$ cat src/rtl/fetch_pkg.sv
// Shared definitions for the instruction-fetch unit: instruction size,
// the queue entry layout and the credit/occupancy counter width.
package fetch_pkg;

  localparam int ILEN_BYTES = 4;

  // Queue entry for the default 32-bit configuration: PC and instruction word.
  typedef struct packed {
    logic [31:0] pc;
    logic [31:0] insn;
  } fetch_entry_t;

  // Counters must hold the value DEPTH itself, hence one bit above log2.
  function automatic int cnt_width(input int depth);
    return $clog2(depth) + 1;
  endfunction

endpackage

$ cat src/rtl/fetch_queue_if.sv
// Fetch unit bus: request/response channel to instruction memory, the
// redirect input and the instruction channel towards decode.
interface fetch_queue_if #(
  parameter int DWIDTH = 32,
  parameter int AWIDTH = 32
);
  logic              imem_req_valid;
  logic              imem_req_ready;
  logic [AWIDTH-1:0] imem_req_addr;
  logic              imem_rsp_valid;
  logic [DWIDTH-1:0] imem_rsp_data;
  logic              redirect_valid;
  logic [AWIDTH-1:0] redirect_pc;
  logic              insn_valid;
  logic              insn_ready;
  logic [AWIDTH-1:0] pc_o;
  logic [DWIDTH-1:0] insn_o;

  // Fetch unit side.
  modport master (
    output imem_req_valid, imem_req_addr, insn_valid, pc_o, insn_o,
    input  imem_req_ready, imem_rsp_valid, imem_rsp_data,
           redirect_valid, redirect_pc, insn_ready
  );

  // Memory / decode / branch-unit side.
  modport slave (
    input  imem_req_valid, imem_req_addr, insn_valid, pc_o, insn_o,
    output imem_req_ready, imem_rsp_valid, imem_rsp_data,
           redirect_valid, redirect_pc, insn_ready
  );
endinterface

$ cat src/rtl/fetch_queue_sync_fifo.sv
// Small synchronous FIFO of an arbitrary packed type with a flush input.
// DEPTH must be a power of two so the pointers wrap naturally.
module sync_fifo
  import fetch_pkg::*;
#(
  parameter type T     = logic [31:0],
  parameter int  DEPTH = 4,
  localparam int CW    = cnt_width(DEPTH),
  localparam int PW    = $clog2(DEPTH)
) (
  input  logic          clk,
  input  logic          rst,
  input  logic          push,
  input  T              push_data,
  input  logic          pop,
  input  logic          flush,
  output logic [CW-1:0] count,
  output T              head
);

  T              mem [DEPTH];
  logic [PW-1:0] wr_ptr;
  logic [PW-1:0] rd_ptr;

  // Pointer and occupancy update; flush discards everything, including a
  // same-cycle pop which has already been consumed by the reader.
  // NOTE: sequential state uses non-blocking assignments so every flop
  // samples the pre-edge values regardless of statement order.
  always_ff @(posedge clk) begin
    if (!rst) begin
      wr_ptr <= '0;
      rd_ptr <= '0;
      count  <= '0;
    end else if (flush) begin
      wr_ptr <= '0;
      rd_ptr <= '0;
      count  <= '0;
    end else begin
      if (push) wr_ptr <= wr_ptr + 1'b1;
      if (pop)  rd_ptr <= rd_ptr + 1'b1;
      count <= count + CW'(push) - CW'(pop);
    end
  end

  // Storage write.
  // NOTE: the storage array has no reset; validity is tracked by count,
  // so clearing it would only cost reset fan-out.
  always_ff @(posedge clk) begin
    if (push && !flush) mem[wr_ptr] <= push_data;
  end

  assign head = mem[rd_ptr];

endmodule

$ cat src/rtl/fetch_queue.sv
// Decoupled instruction fetch: sequential PC generator with outstanding
// request credit, in-order response capture into a queue, and redirect
// with flush and discard of in-flight responses.
module fetch_queue
  import fetch_pkg::*;
#(
  parameter int                DWIDTH   = 32,
  parameter int                AWIDTH   = 32,
  parameter logic [AWIDTH-1:0] BASEADDR = 32'h01000000,
  parameter int                DEPTH    = 4
) (
  input logic           clk,
  input logic           rst,
  fetch_queue_if.master bus
);

  localparam int CW = cnt_width(DEPTH);

  typedef struct packed {
    logic [AWIDTH-1:0] pc;
    logic [DWIDTH-1:0] insn;
  } entry_t;

  logic [AWIDTH-1:0] fetch_pc;
  logic [AWIDTH-1:0] rsp_pc;
  logic [AWIDTH-1:0] redirect_aligned;
  logic [CW-1:0]     outstanding;
  logic [CW-1:0]     outstanding_nxt;
  logic [CW-1:0]     drop;
  logic [CW-1:0]     drop_nxt;
  logic [CW-1:0]     count;
  logic              credit_ok;
  logic              req_fire;
  logic              push;
  logic              pop;
  entry_t            push_data;
  entry_t            head;

  assign redirect_aligned = {bus.redirect_pc[AWIDTH-1:2], 2'b00};

  // Requests in flight plus queued entries never exceed the queue size,
  // so every response has a free slot waiting for it.
  assign credit_ok = ({1'b0, outstanding} + {1'b0, count}) < (CW + 1)'(DEPTH);

  assign bus.imem_req_valid = rst && !bus.redirect_valid && credit_ok;
  assign bus.imem_req_addr  = fetch_pc;
  assign req_fire           = bus.imem_req_valid && bus.imem_req_ready;

  // A response is kept only when nothing older is pending discard and no
  // redirect is flushing the queue this cycle.
  assign push      = bus.imem_rsp_valid && (drop == '0) && !bus.redirect_valid;
  assign push_data = '{pc: rsp_pc, insn: bus.imem_rsp_data};

  assign bus.insn_valid = rst && (count != '0);
  assign pop            = bus.insn_valid && bus.insn_ready;
  assign bus.pc_o       = bus.insn_valid ? head.pc   : '0;
  assign bus.insn_o     = bus.insn_valid ? head.insn : '0;

  // Credit and discard bookkeeping; a redirect marks everything still in
  // flight after this cycle's response for discard.
  // NOTE: every output of a combinational block gets a default first so no
  // path leaves it unassigned and no latch is inferred.
  always_comb begin
    outstanding_nxt = outstanding + CW'(req_fire) - CW'(bus.imem_rsp_valid);
    drop_nxt        = drop;
    if (bus.imem_rsp_valid && (drop != '0)) drop_nxt = drop - 1'b1;
    if (bus.redirect_valid)                 drop_nxt = outstanding_nxt;
  end

  // PC, credit and discard state.
  always_ff @(posedge clk) begin
    if (!rst) begin
      fetch_pc    <= BASEADDR;
      rsp_pc      <= BASEADDR;
      outstanding <= '0;
      drop        <= '0;
    end else begin
      outstanding <= outstanding_nxt;
      drop        <= drop_nxt;
      if (bus.redirect_valid) begin
        fetch_pc <= redirect_aligned;
        rsp_pc   <= redirect_aligned;
      end else begin
        if (req_fire) fetch_pc <= fetch_pc + AWIDTH'(ILEN_BYTES);
        if (push)     rsp_pc   <= rsp_pc + AWIDTH'(ILEN_BYTES);
      end
    end
  end

  sync_fifo #(
    .T     (entry_t),
    .DEPTH (DEPTH)
  ) u_queue (
    .clk       (clk),
    .rst       (rst),
    .push      (push),
    .push_data (push_data),
    .pop       (pop),
    .flush     (bus.redirect_valid),
    .count     (count),
    .head      (head)
  );

endmodule

$ cat src/flat_wrapper.sv
// flat-port wrapper written by rule: the top's interface ports become plain ports
module fetch_queue_flat import fetch_pkg::*;
#(
  parameter int                DWIDTH   = 32,
  parameter int                AWIDTH   = 32,
  parameter logic [AWIDTH-1:0] BASEADDR = 32'h01000000,
  parameter int                DEPTH    = 4
)
  (clk, rst, bus_imem_req_valid, bus_imem_req_addr, bus_insn_valid, bus_pc_o, bus_insn_o, bus_imem_req_ready, bus_imem_rsp_valid, bus_imem_rsp_data, bus_redirect_valid, bus_redirect_pc, bus_insn_ready);
  fetch_queue_if #(.DWIDTH(DWIDTH), .AWIDTH(AWIDTH)) bus_i ();
  input logic clk;
  input logic rst;
  output wire logic [$bits(bus_i.imem_req_valid)-1:0] bus_imem_req_valid;
  output wire logic [$bits(bus_i.imem_req_addr)-1:0] bus_imem_req_addr;
  output wire logic [$bits(bus_i.insn_valid)-1:0] bus_insn_valid;
  output wire logic [$bits(bus_i.pc_o)-1:0] bus_pc_o;
  output wire logic [$bits(bus_i.insn_o)-1:0] bus_insn_o;
  input wire logic [$bits(bus_i.imem_req_ready)-1:0] bus_imem_req_ready;
  input wire logic [$bits(bus_i.imem_rsp_valid)-1:0] bus_imem_rsp_valid;
  input wire logic [$bits(bus_i.imem_rsp_data)-1:0] bus_imem_rsp_data;
  input wire logic [$bits(bus_i.redirect_valid)-1:0] bus_redirect_valid;
  input wire logic [$bits(bus_i.redirect_pc)-1:0] bus_redirect_pc;
  input wire logic [$bits(bus_i.insn_ready)-1:0] bus_insn_ready;
  assign bus_imem_req_valid = bus_i.imem_req_valid;
  assign bus_imem_req_addr = bus_i.imem_req_addr;
  assign bus_insn_valid = bus_i.insn_valid;
  assign bus_pc_o = bus_i.pc_o;
  assign bus_insn_o = bus_i.insn_o;
  assign bus_i.imem_req_ready = bus_imem_req_ready;
  assign bus_i.imem_rsp_valid = bus_imem_rsp_valid;
  assign bus_i.imem_rsp_data = bus_imem_rsp_data;
  assign bus_i.redirect_valid = bus_redirect_valid;
  assign bus_i.redirect_pc = bus_redirect_pc;
  assign bus_i.insn_ready = bus_insn_ready;
  fetch_queue #(.DWIDTH(DWIDTH), .AWIDTH(AWIDTH), .BASEADDR(BASEADDR), .DEPTH(DEPTH)) u_core (.clk(clk), .rst(rst), .bus(bus_i));
endmodule
$ cat config.mk
export PLATFORM = sky130hd
export DESIGN_NAME = fetch_queue_flat
export DESIGN_NICKNAME = d
export VERILOG_FILES = /design/src/rtl/fetch_pkg.sv /design/src/rtl/fetch_queue_if.sv /design/src/rtl/fetch_queue_sync_fifo.sv /design/src/rtl/fetch_queue.sv /design/src/flat_wrapper.sv
export SDC_FILE = /design/constraint.sdc
export NUM_CORES = 1
export LEC_CHECK = 0
export BUFFER_PORTS_ARGS = -buffer_cell sky130_fd_sc_hd__buf_2
export CAP_MARGIN = 25
export CORE_AREA = 2 2 181 183
export DETAILED_ROUTE_END_ITERATION = 10
export DIE_AREA = 0 0 183 185
export MAX_ROUTING_LAYER = met4
export PLACE_DENSITY_LB_ADDON = 0.12
export SYNTH_ARGS = -nofsm -noshare
export SYNTH_HDL_FRONTEND = slang
export SYNTH_SLANG_ARGS = --single-unit
$ cat constraint.sdc
create_clock -name clk -period 5.5 [get_ports clk]
set_input_delay 0.275 -clock clk [delete_from_list [all_inputs] [get_ports clk]]
set_output_delay 0.275 -clock clk [all_outputs]
set_load 0.01 [all_outputs]
==> results by group, run 1 <==
STA
  – Tmin final: between 3 and 4 ns
  – Min Hold Slack: about 0.076 ns
  – Fin. Hold Viols: 0
  – Worst-margin pin slew: roughly 0.97 ns
  – Final Max Slew Viols: 0
  – Final worst-path cycle share: a little under three fifths
  – Max_slew headroom: between 30% and 40%
  – Final setup TNS: 0 ns
  – Final setup vio count: 0
  – Min setup slack post-route: approximately 2.4 ns
  – Clock Skews: ~0.0076 ns
  – RSZ-0062 raised after global routing: no
  – FMAX: about 320 MHz

Power
  – Worst VDD drop: just over 0.2 mV
  – Pwr Density: between 300 and 400 nW/µm²
  – Leakage: approximately 5.6 nW
  – Tot Pwr: approximately 5.5 mW

Placed design
  – DP HPWL: about 17000 µm
  – IO buf count: between 150 and 200
  – Cell Area, Placed: about 14000 µm²
  – Pre-CTS WS: about 2.3 ns
  – GPL Wtd Cong: around 0.8

Route
  – Post-Route WL: 28100 µm
  – Via/cell ratio: between 5 and 6
  – Post-DR wirelength/cell: between 15 and 20 µm
  – Pre-antenna DRT Iters: 4
  – Initial drt markers: about 520
  – DR vias: about 7.8k
  – DRC Markers: 0
  – DRT antenna net count: 0

Global route
  – First-pass GRT wire length: about 44000 µm
  – GRT overflow: 0
  – Total track usage: between 15 and 20%
  – Vias in the first global route: about 7.9k
  – Antenna violations before repair: 0
  – Pin count of the biggest net entering global routing: 65

Clocking
  – H-Tree Depth: 2
  – Clk sinks: 323
  – Clock-pin slew on the worst setup and hold paths: ~0.06 ns
  – Clock root cell: clkbuf_16
  – Worst-Skew Late Latency: roughly 0.51 ns
  – Longest Clk Path Bufs: 3
  – TritonCTS clock tree: yes
  – Total CTS buffers: 36

Synth
  – Post-synth top area cell: edfxtp_1
  – Top-area cell type share of the netlist area: 56.3%
  – Synth cell count leaders: edfxtp_1, dfxtp_1, and2_1, mux4_2, a21oi_1
  – Distinct cells, synth: 56
  – Ys async rst share: 0%
  – Count leader, synth: edfxtp_1
  – Top post-synthesis cells by area: edfxtp_1, dfxtp_1, mux4_2, and2_1, a21oi_1
  – Mapped Avg Cell Area: approximately 15 µm²
  – Register area share after synthesis: about two thirds
  – Register bit total from synthesis: ~320
  – Main synth FF type: edfxtp_1
  – Syn Inst Count: 855
  – Mapped Area: 13200 µm²
  – EDFF count, synth: approximately 250
  – Synth Warn #: 0

Setup path
  – Crit path kind: flip-flop to output port
  – CP Capture Type: output port
  – CP Data Arrival Time: between 2 and 3 ns
  – Critical-path maximum fanout: slightly above 40
  – Worst path cell trace: buf_4 -> mux4_2 -> and2_1 -> buf_2
  – Worst path required time: roughly 5.2 ns
  – CP Launch Type: flip-flop
  – Slowest cell on the critical path: dfxtp_4
  – Crit-path max cell delay: 0.90 ns

Floorplan
  – Die W: 183 µm
  – Die area: ~34000 µm²
  – Num rows: 66
  – Initial core utilization: 41.3%
  – Core ar.: around 32000 µm²
  – Die height: about 190 µm
  – # IOs: between 150 and 200

Final layout
  – # nets final: 1139
  – Final Cell Area: approximately 16000 µm²
  – Area growth syn-to-layout: 20.3%
  – Sequential Area: about 9000 µm²
  – Antenna diodes: 0
  – Multi-input gate area: a little over 4000 µm²
  – Filler cell count: between 2k and 3k
  – Share of cells above drive strength 1: between 20% and 30%

Worst hold path
  – Worst hold path class: input pin to flip-flop

Flow run
  – # Max-Cap Violations: 0

Outcome
  – Status: completed
cell usage in the layout (no fill, tap or decap), types with 7 or more instances in the layout:
cell type / instances
nand2_1: 31
nor4_1: 8
nand3_1: 18
nor2_1: 29
inv_1: 18
a211oi_1: 7
clkinv_2: 7
dfxtp_1: 73
xor2_1: 24
clkbuf_16: 37
dlygate4sd3_1: 32
mux4_2: 62
xnor2_1: 26
ha_1: 14
clkinv_1: 10
buf_2: 161
nand4_1: 24
buf_4: 8
o21ai_0: 33
and3_1: 7
edfxtp_1: 248
nor3_1: 14
and2_1: 67
a21oi_1: 46
critical path, delay by kind of cell, from the launching register on:
family / cells / cell delay (ns)
buffers and inverters: 2 / 0.68
flip-flops: 1 / 0.90
multiplexers: 1 / 0.56
AND/OR/NAND/NOR: 1 / 0.17
worst paths after layout:
| kind | slack [ns] | from | to | cells past startpoint |
|---|---|---|---|---|
| max | 2.36 | flip-flop | bus_insn_o[20] | 4 |
| min | 0.08 | bus_redirect_pc[24] | u_core.bus.imem_req_addr[24]$_SDFFE_PN1P_ | 3 |
| max reg2reg | 2.61 | u_core.u_queue.count[2]$_SDFF_PP0_ | u_core.drop[2]$_SDFFE_PN0P_ | 11 |
| min reg2reg | 0.51 | u_core.u_queue.wr_ptr[1]$_SDFFE_PP0N_ | u_core.u_queue.wr_ptr[1]$_SDFFE_PP0N_ | 2 |
flip-flops by register name, summed over array words and instances (netlist names), named ones only:
register	cells
u_core.bus.imem_req_addr	30
u_core.drop	3
u_core.outstanding	3
u_core.rsp_pc	30
u_core.u_queue.count	3
u_core.u_queue.mem	248
u_core.u_queue.rd_ptr	2
u_core.u_queue.wr_ptr	2
logic make-up (layout without fill, tap and decap cells):
family          count (synthesis)  in the layout  share of synthesized area, %
flops                         323            323                          67.6
compound gates                109            109                          4.76
simple gates                  228            228                          9.95
xor+xnor                       50             50                          3.31
buf+inv                        65            288                          2.08
fa+ha+maj                      16             16                          1.63
other cells                     1              4                        0.0283
mux                            63             63                          10.6
routing by layer:
layer / GRT usage, % / part of all wire [%] / vias to the layer above
met2: 27.2 / 46 / 218
met4: 4.26 / 1.8 / 0
met1: 23.6 / 47 / 3837
met3: 2.75 / 4.6 / 45
met5: - / 0 / -
li1: - / - / 3683
power by group:
group          switching [mW]  internal, mW  total, mW  leakage [nW]
registers              0.0806          2.74       2.82          2.88
logic                   0.211         0.178      0.390          2.14
clock network           0.929          1.37       2.30         0.555
stage by stage:
stage	util (%)	instances
3_5_place_dp	45.1	1391
5_1_grt	49.7	1489
4_1_cts	49.7	1489
2_1_floorplan	-	858
3_3_place_gp	45.1	1390
6_report	49.7	1489
cell type report:
cell class / instances / share of cell area [%]
inverter: 20 / 0.472
clock inverter: 24 / 1.25
multi-input combinational: 470 / 25.3
sequential: 323 / 56.2
timing repair buffer: 202 / 7.58
clock buffer: 42 / 5.93
tap: 408 / 3.21
repair_timing:
action,4_1_cts,5_1_grt
gates resized for setup,0,0
hold buffers,32,0
setup buffers,0,0
endpoints found under the setup margin,0,0
hold endpoints to repair,128,0
Power figures use the tool's default switching activity.
==> run 2: changes to the inputs <==
==> constraint.sdc (replaced) <==
create_clock -name clk -period 2.6 [get_ports clk]
set_input_delay 0.13 -clock clk [delete_from_list [all_inputs] [get_ports clk]]
set_output_delay 0.13 -clock clk [all_outputs]
set_load 0.01 [all_outputs]
==> run 2 against run 1 <==
Compared with the run above: clock skew is 0.0066 ns higher; global-route usage is 0.21 points higher; setup slack worse by 2.1 ns; clock power is 110% higher; die area stayed put; largest cell class unchanged; sequential power is 110% higher.
==> results by group, run 2 (synthesized netlist as in run 1, its figures left out) <==
Placed design
  – DP HPWL: 17400 µm (+1.5%)
  – IO buf count: 161 (unchanged)
  – Pre-CTS WS: 0.217 ns (-2.09 ns)
  – Cell Area, Placed: 14700 µm² (+1.4%)
  – GPL Wtd Cong: 0.798 (+0.21%)

Global route
  – GRT overflow: 0 (unchanged)
  – Pin count of the biggest net entering global routing: 64 (-1.5%)
  – Met2 global-route usage: 27.7% (+0.52 points)
  – First-pass GRT wire length: 44100 µm (+0.76%)
  – Gr busiest metal: met2
  – Total track usage: 17.5% (+0.21 points)
  – Met1 Use GR: 23.4% (-0.20 points)
  – Vias in the first global route: 7799 (-1.4%)
  – GR Util met3: 3.19% (+0.43 points)
  – Antenna violations before repair: 1 (+1)

Power
  – Worst VDD drop: 0.383 mV (+87%)
  – Leakage: 5.71 nW (+2.5%)
  – Pwr Density: 722 nW/µm² (+110%)

Clocking
  – TritonCTS clock tree: yes
  – Longest Clk Path Bufs: 3 (unchanged)
  – Clk sinks: 323 (unchanged)
  – Clock root cell: clkbuf_16
  – Clock-pin slew on the worst setup and hold paths: 0.06 ns (about the same)
  – Worst-Skew Late Latency: 0.50 ns (about the same)
  – Total CTS buffers: 35 (-2.8%)
  – H-Tree Depth: 2 (unchanged)
  – Post-CTS resize count: 0 (unchanged)

STA
  – FMAX: roughly 420 MHz
  – Max_slew headroom: 58.7% (+24 points)
  – Final Max Slew Viols: 0 (unchanged)
  – Min setup slack post-route: 0.226 ns (-2.14 ns)
  – Fin. Hold Viols: 0 (unchanged)
  – Tmin final: between 2 and 2.5 ns
  – Min Hold Slack: 0.0181 ns (-0.0580 ns)
  – RSZ-0062 raised after global routing: no
  – Final worst-path cycle share: between 90% and 100%
  – Worst-margin pin slew: 0.614 ns (-0.359 ns)
  – Final setup TNS: 0 ns (unchanged)
  – Final setup vio count: 0 (unchanged)
  – Clock Skews: 0.0142 ns (+0.00658 ns)

Floorplan
  – Die area: 33900 µm² (unchanged)
  – Die height: 185 µm (unchanged)
  – # IOs: 168 (unchanged)
  – Die W: 183 µm (unchanged)
  – Core ar.: 32000 µm² (unchanged)
  – Initial core utilization: 41.3% (unchanged)
  – Num rows: 66 (unchanged)

Setup path
  – CP Launch Type: flip-flop
  – Critical-path maximum fanout: 4 (-90%)
  – CP Data Arrival Time: 2.77 ns (-0.09 ns)
  – CP Capture Type: flip-flop
  – Worst path required time: 3.00 ns (-2.22 ns)
  – Crit path kind: flip-flop to flip-flop

Route
  – Post-DR wirelength/cell: 18.8 µm (-0.41%)
  – Via/cell ratio: 5.25 (+0.37%)
  – Post-Route WL: 28400 µm (+1.3%)
  – DR vias: 7943 (+2.1%)
  – DRC Markers: 0 (unchanged)
  – Pre-antenna DRT Iters: 4 (unchanged)
  – DRT antenna net count: 0 (unchanged)
  – Initial drt markers: 417 (-20%)

Final layout
  – Filler cell count: 2759 (-1.1%)
  – Biggest register: u_core.u_queue.mem
  – Commonest non-fill, non-tap cell in the layout: edfxtp_1
  – Max reg flops: 248 (unchanged)
  – Final Cell Area: 16200 µm² (+1.9%)
  – Share of cells above drive strength 1: 28.0% (+0.12 points)
  – Area growth syn-to-layout: 22.6%
  – Commonest cells after routing, fill and taps aside: edfxtp_1, buf_2, dfxtp_1
  – # nets final: 1167 (+2.5%)

Outcome
  – Status: completed

Worst hold path
  – Worst hold path class: input pin to flip-flop

Flow run
  – # Max-Cap Violations: 0 (unchanged)
## run 2: cell count changes in the layout (fill, tap and decap cells not counted), moves of 2 or more
cell,change
clkbuf_1,+2
inv_6,-2
clkinv_2,-5
buf_12,+6
dlygate4sd3_1,+13
buf_4,+10
clkinvlp_4,-3
## run 2: worst paths after layout
path,startpoint,endpoint,slack (ns),depth (start not counted)
worst min register to register,u_core.u_queue.wr_ptr[1]$_SDFFE_PP0N_,u_core.u_queue.wr_ptr[1]$_SDFFE_PP0N_,0.51,2
worst min-delay path,bus_redirect_pc[4],u_core.rsp_pc[4]$_SDFFE_PN0P_,0.02,3
worst max register to register,u_core.u_queue.count[2]$_SDFF_PP0_,u_core.drop[2]$_SDFFE_PN0P_,0.23,11
worst max-delay path,u_core.u_queue.count[2]$_SDFF_PP0_,u_core.drop[2]$_SDFFE_PN0P_,0.23,11
## run 2: critical path: stages (launching register included)
cell      delay, ns
dfxtp_1        0.33
ha_1           0.30
nor3_2         0.18
nand4_2        0.18
clkinv_1       0.09
ha_1           0.13
inv_1          0.05
fa_1           0.37
xnor2_1        0.15
xnor2_1        0.12
and2_1         0.16
a22o_1         0.22
## run 2: routing by layer
layer | wire (µm) | part of all wire, %
met1 | 13100 | 46
met2 | 13300 | 47
met3 | 1520 | 5.3
met4 | 473 | 1.7
met5 | 0 | 0
## run 2: metrics by stage
step	util [%]	total power [mW]	std cells
finish	50.6	11.7	1514
CTS	50.6	11.9	1513
floorplan	-	6.55	858
global placement	45.7	6.89	1407
detailed placement	45.7	6.91	1407
global route	50.6	12.2	1514
## run 2: power by group
part / internal, mW / total (mW) / switching [mW] / leakage, nW
logic: 0.415 / 0.873 / 0.458 / 2.29
registers: 5.80 / 5.96 / 0.167 / 2.88
clock network: 2.97 / 4.87 / 1.90 / 0.544
total: 9.19 / 11.7 / 2.52 / 5.71
## run 2: layout make-up
class	instances	area, µm²	share of cell area (%)
inverter	20	75.1	0.463
antenna	1	2.50	0.0154
tap	408	510	3.15
timing repair buffer	231	1530	9.44
multi-input combinational	470	4030	24.8
clock inverter	17	173	1.06
sequential	323	8950	55.2
clock buffer	44	952	5.87
## run 2: timing repair
item,4_1_cts,5_1_grt
setup buffers,0,0
hold buffers,45,0
hold endpoints to repair,150,0
==> run 3: changes to the inputs <==
--- a/config.mk
+++ b/config.mk
@@ -7,11 +7,12 @@
 export LEC_CHECK = 0
 export BUFFER_PORTS_ARGS = -buffer_cell sky130_fd_sc_hd__buf_2
 export CAP_MARGIN = 25
-export CORE_AREA = 2 2 181 183
+export CORE_AREA = 2 2 229 118
 export DETAILED_ROUTE_END_ITERATION = 10
-export DIE_AREA = 0 0 183 185
+export DIE_AREA = 0 0 231 120
 export MAX_ROUTING_LAYER = met4
 export PLACE_DENSITY_LB_ADDON = 0.12
+export RECOVER_POWER = 25
 export SYNTH_ARGS = -nofsm -noshare
 export SYNTH_HDL_FRONTEND = slang
 export SYNTH_SLANG_ARGS = --single-unit
==> run 3 against run 2 <==
Compared with the run above: sequential share of layout area up 0.17 points; core utilization rose by 12 points; wire length increased by 3.0%.
==> results by group, run 3 (synthesized netlist as in run 1, its figures left out) <==
Global route
  – Antenna violations before repair: 0 (-1)
  – GRT overflow: 0 (unchanged)
  – Total track usage: 22.4% (+4.9 points)
  – Vias in the first global route: 8031 (+3.0%)
  – Pin count of the biggest net entering global routing: 64 (unchanged)
  – First-pass GRT wire length: 46100 µm (+4.4%)

Setup path
  – Crit path kind: flip-flop to output port
  – CP Data Arrival Time: 2.31 ns (-0.46 ns)
  – Crit-path max cell delay: 0.59 ns (+0.22 ns)
  – Worst path cell trace: buf_12 -> mux4_2 -> and2_1 -> buf_2
  – Worst Path Buf+Inv: 2 (unchanged)
  – Critical-path maximum fanout: 20 (+16)
  – Worst path required time: 2.47 ns (-0.53 ns)
  – Crit-path leading delay family: flip-flops
  – CP Launch Type: flip-flop
  – CP Capture Type: output port
  – Slowest cell on the critical path: dfxtp_4

Route
  – Via/cell ratio: 5.49 (+4.7%)
  – DR top layer: met4
  – DRT antenna net count: 0 (unchanged)
  – Post-Route WL: 29300 µm (+3.0%)
  – Met1 Wirelength: 14500 µm (+10%)
  – DR vias: 8103 (+2.0%)
  – Post-DR wirelength/cell: 19.9 µm (+5.7%)
  – DRC Markers: 0 (unchanged)
  – Met3 wire len: 1830 µm (+21%)
  – Initial drt markers: 712 (+71%)
  – Pre-antenna DRT Iters: 5 (+1)
  – Met2 Wirelength: 12500 µm (-6.2%)

STA
  – FMAX: 410 MHz (-2.6%)
  – Tmin final: 2.44 ns (+0.0631 ns)
  – Final Max Slew Viols: 0 (unchanged)
  – Max_slew headroom: 55.0% (-3.6 points)
  – Clock Skews: 0.0109 ns (-0.00328 ns)
  – Final setup vio count: 0 (unchanged)
  – Fin. Hold Viols: 0 (unchanged)
  – Worst-margin pin slew: 0.668 ns (+0.0537 ns)
  – Final worst-path cycle share: 93.8% (+2.4 points)

Clocking
  – TritonCTS clock tree: yes
  – Clock root cell: clkbuf_16
  – Total CTS buffers: 29 (-17%)
  – Worst-Skew Late Latency: 0.54 ns (+0.04 ns)
  – H-Tree Depth: 1 (-1)
  – Longest Clk Path Bufs: 3 (unchanged)
  – Clk sinks: 323 (unchanged)
  – Clock-pin slew on the worst setup and hold paths: 0.07 ns (about the same)

Final layout
  – Commonest non-fill, non-tap cell in the layout: edfxtp_1
  – # nets final: 1187 (+1.7%)
  – Max reg flops: 248 (unchanged)
  – Biggest register: u_core.u_queue.mem
  – Area growth syn-to-layout: 22.2%
  – Filler cell count: 1990 (-28%)
  – Final Cell Area: 16200 µm² (-0.29%)
  – Antenna diodes: 0 (-1)
  – Commonest cells after routing, fill and taps aside: edfxtp_1, buf_2, dfxtp_1
  – Share of cells above drive strength 1: 25.7% (-2.2 points)

Placed design
  – IO buf count: 161 (unchanged)
  – DP HPWL: 18200 µm (+5.1%)
  – GPL Wtd Cong: 0.872 (+9.2%)
  – Cell Area, Placed: 14600 µm² (-0.12%)

Outcome
  – Status: completed

Floorplan
  – Die W: 231 µm (+26%)
  – Num rows: 42 (-36%)
  – Initial core utilization: 51.2% (+9.9 points)
  – Core ar.: 25900 µm² (-19%)
  – Die area: 27700 µm² (-18%)
  – # IOs: 168 (unchanged)
  – Die height: 120 µm (-35%)

Power
  – Pwr Density: 685 nW/µm² (-5.0%)
  – Leakage: 5.67 nW (-0.68%)
  – Worst VDD drop: 0.605 mV (+58%)
  – Tot Pwr: 11.1 mW (-5.3%)

Flow run
  – # Max-Cap Violations: 0 (unchanged)

Worst hold path
  – Worst hold path class: input pin to flip-flop
run 3: cell types whose count changed in the layout (fill, tap and decap cells not counted), moves of 3 or more:
cell,before,now
buf_2,161,129
buf_4,18,26
bufinv_16,4,1
clkbuf_1,7,40
clkbuf_16,37,30
clkbuf_8,0,6
clkinv_1,11,1
clkinv_2,2,5
dlygate4sd3_1,45,63
run 3: routing by layer:
metal,vias up,GRT usage [%]
met5,-,-
met4,0,3.59
met3,41,4.16
met2,261,31.7
met1,4021,34.5
li1,3780,-
run 3: per-stage QoR:
| step | setup TNS (ns) | utilization (%) | hold slack [ns] | cells | setup slack [ns] |
|---|---|---|---|---|---|
| after floorplan | 0 | - | 0.229 | 858 | 0.225 |
| after global placement | 0 | 56.6 | 0.346 | 1358 | 0.261 |
| after detailed placement | 0 | 56.6 | 0.349 | 1358 | 0.200 |
| after CTS | 0 | 62.7 | 0.0234 | 1474 | 0.0769 |
| after global routing | -0.00348 | 62.6 | 0.0577 | 1475 | -0.00348 |
| final | 0 | 62.6 | 0.0638 | 1475 | 0.162 |
run 3: path summary, 6_finish.rpt:
kind,start,to,slack (ns),cells after the start
max reg2reg,u_core.u_queue.count[2]$_SDFF_PP0_,u_core.drop[2]$_SDFFE_PN0P_,0.20,11
min reg2reg,u_core.u_queue.wr_ptr[1]$_SDFFE_PP0N_,u_core.u_queue.wr_ptr[1]$_SDFFE_PP0N_,0.51,2
min,bus_redirect_pc[18],u_core.rsp_pc[18]$_SDFFE_PN0P_,0.06,3
max,flip-flop,bus_insn_o[30],0.16,4
run 3: layout make-up:
cell class                      instances  area [µm²]  area share (%)
Clock inverter                          9        75.1           0.464
Clock buffer                           44         863            5.34
Multi-Input combinational cell        470        4040            25.0
Tap cell                              352         440            2.72
Inverter                               20        75.1           0.464
Timing Repair Buffer                  257        1730            10.7
Sequential cell                       323        8950            55.3
run 3: repair_timing:
action                                  4_1_cts  5_1_grt
buffers inserted                              0        1
resized for setup                             0        4
hold buffers                                 63        0
endpoints found under the setup margin        0        1
hold endpoints to repair                    181        0
run 3: worst reg2reg max path, stage by stage (launching register included):
cell,delay [ns]
dfxtp_1,0.34
ha_1,0.31
nor3_2,0.21
nand4_2,0.16
inv_2,0.09
ha_1,0.15
inv_1,0.05
fa_2,0.35
xnor2_2,0.14
xnor2_1,0.12
and2_1,0.16
a22o_1,0.22
run 3: where the power goes:
group          switching, mW  internal [mW]  leakage, nW
clock                   1.80           2.39        0.462
sequential             0.162           5.79         2.88
combinational          0.496          0.452         2.33
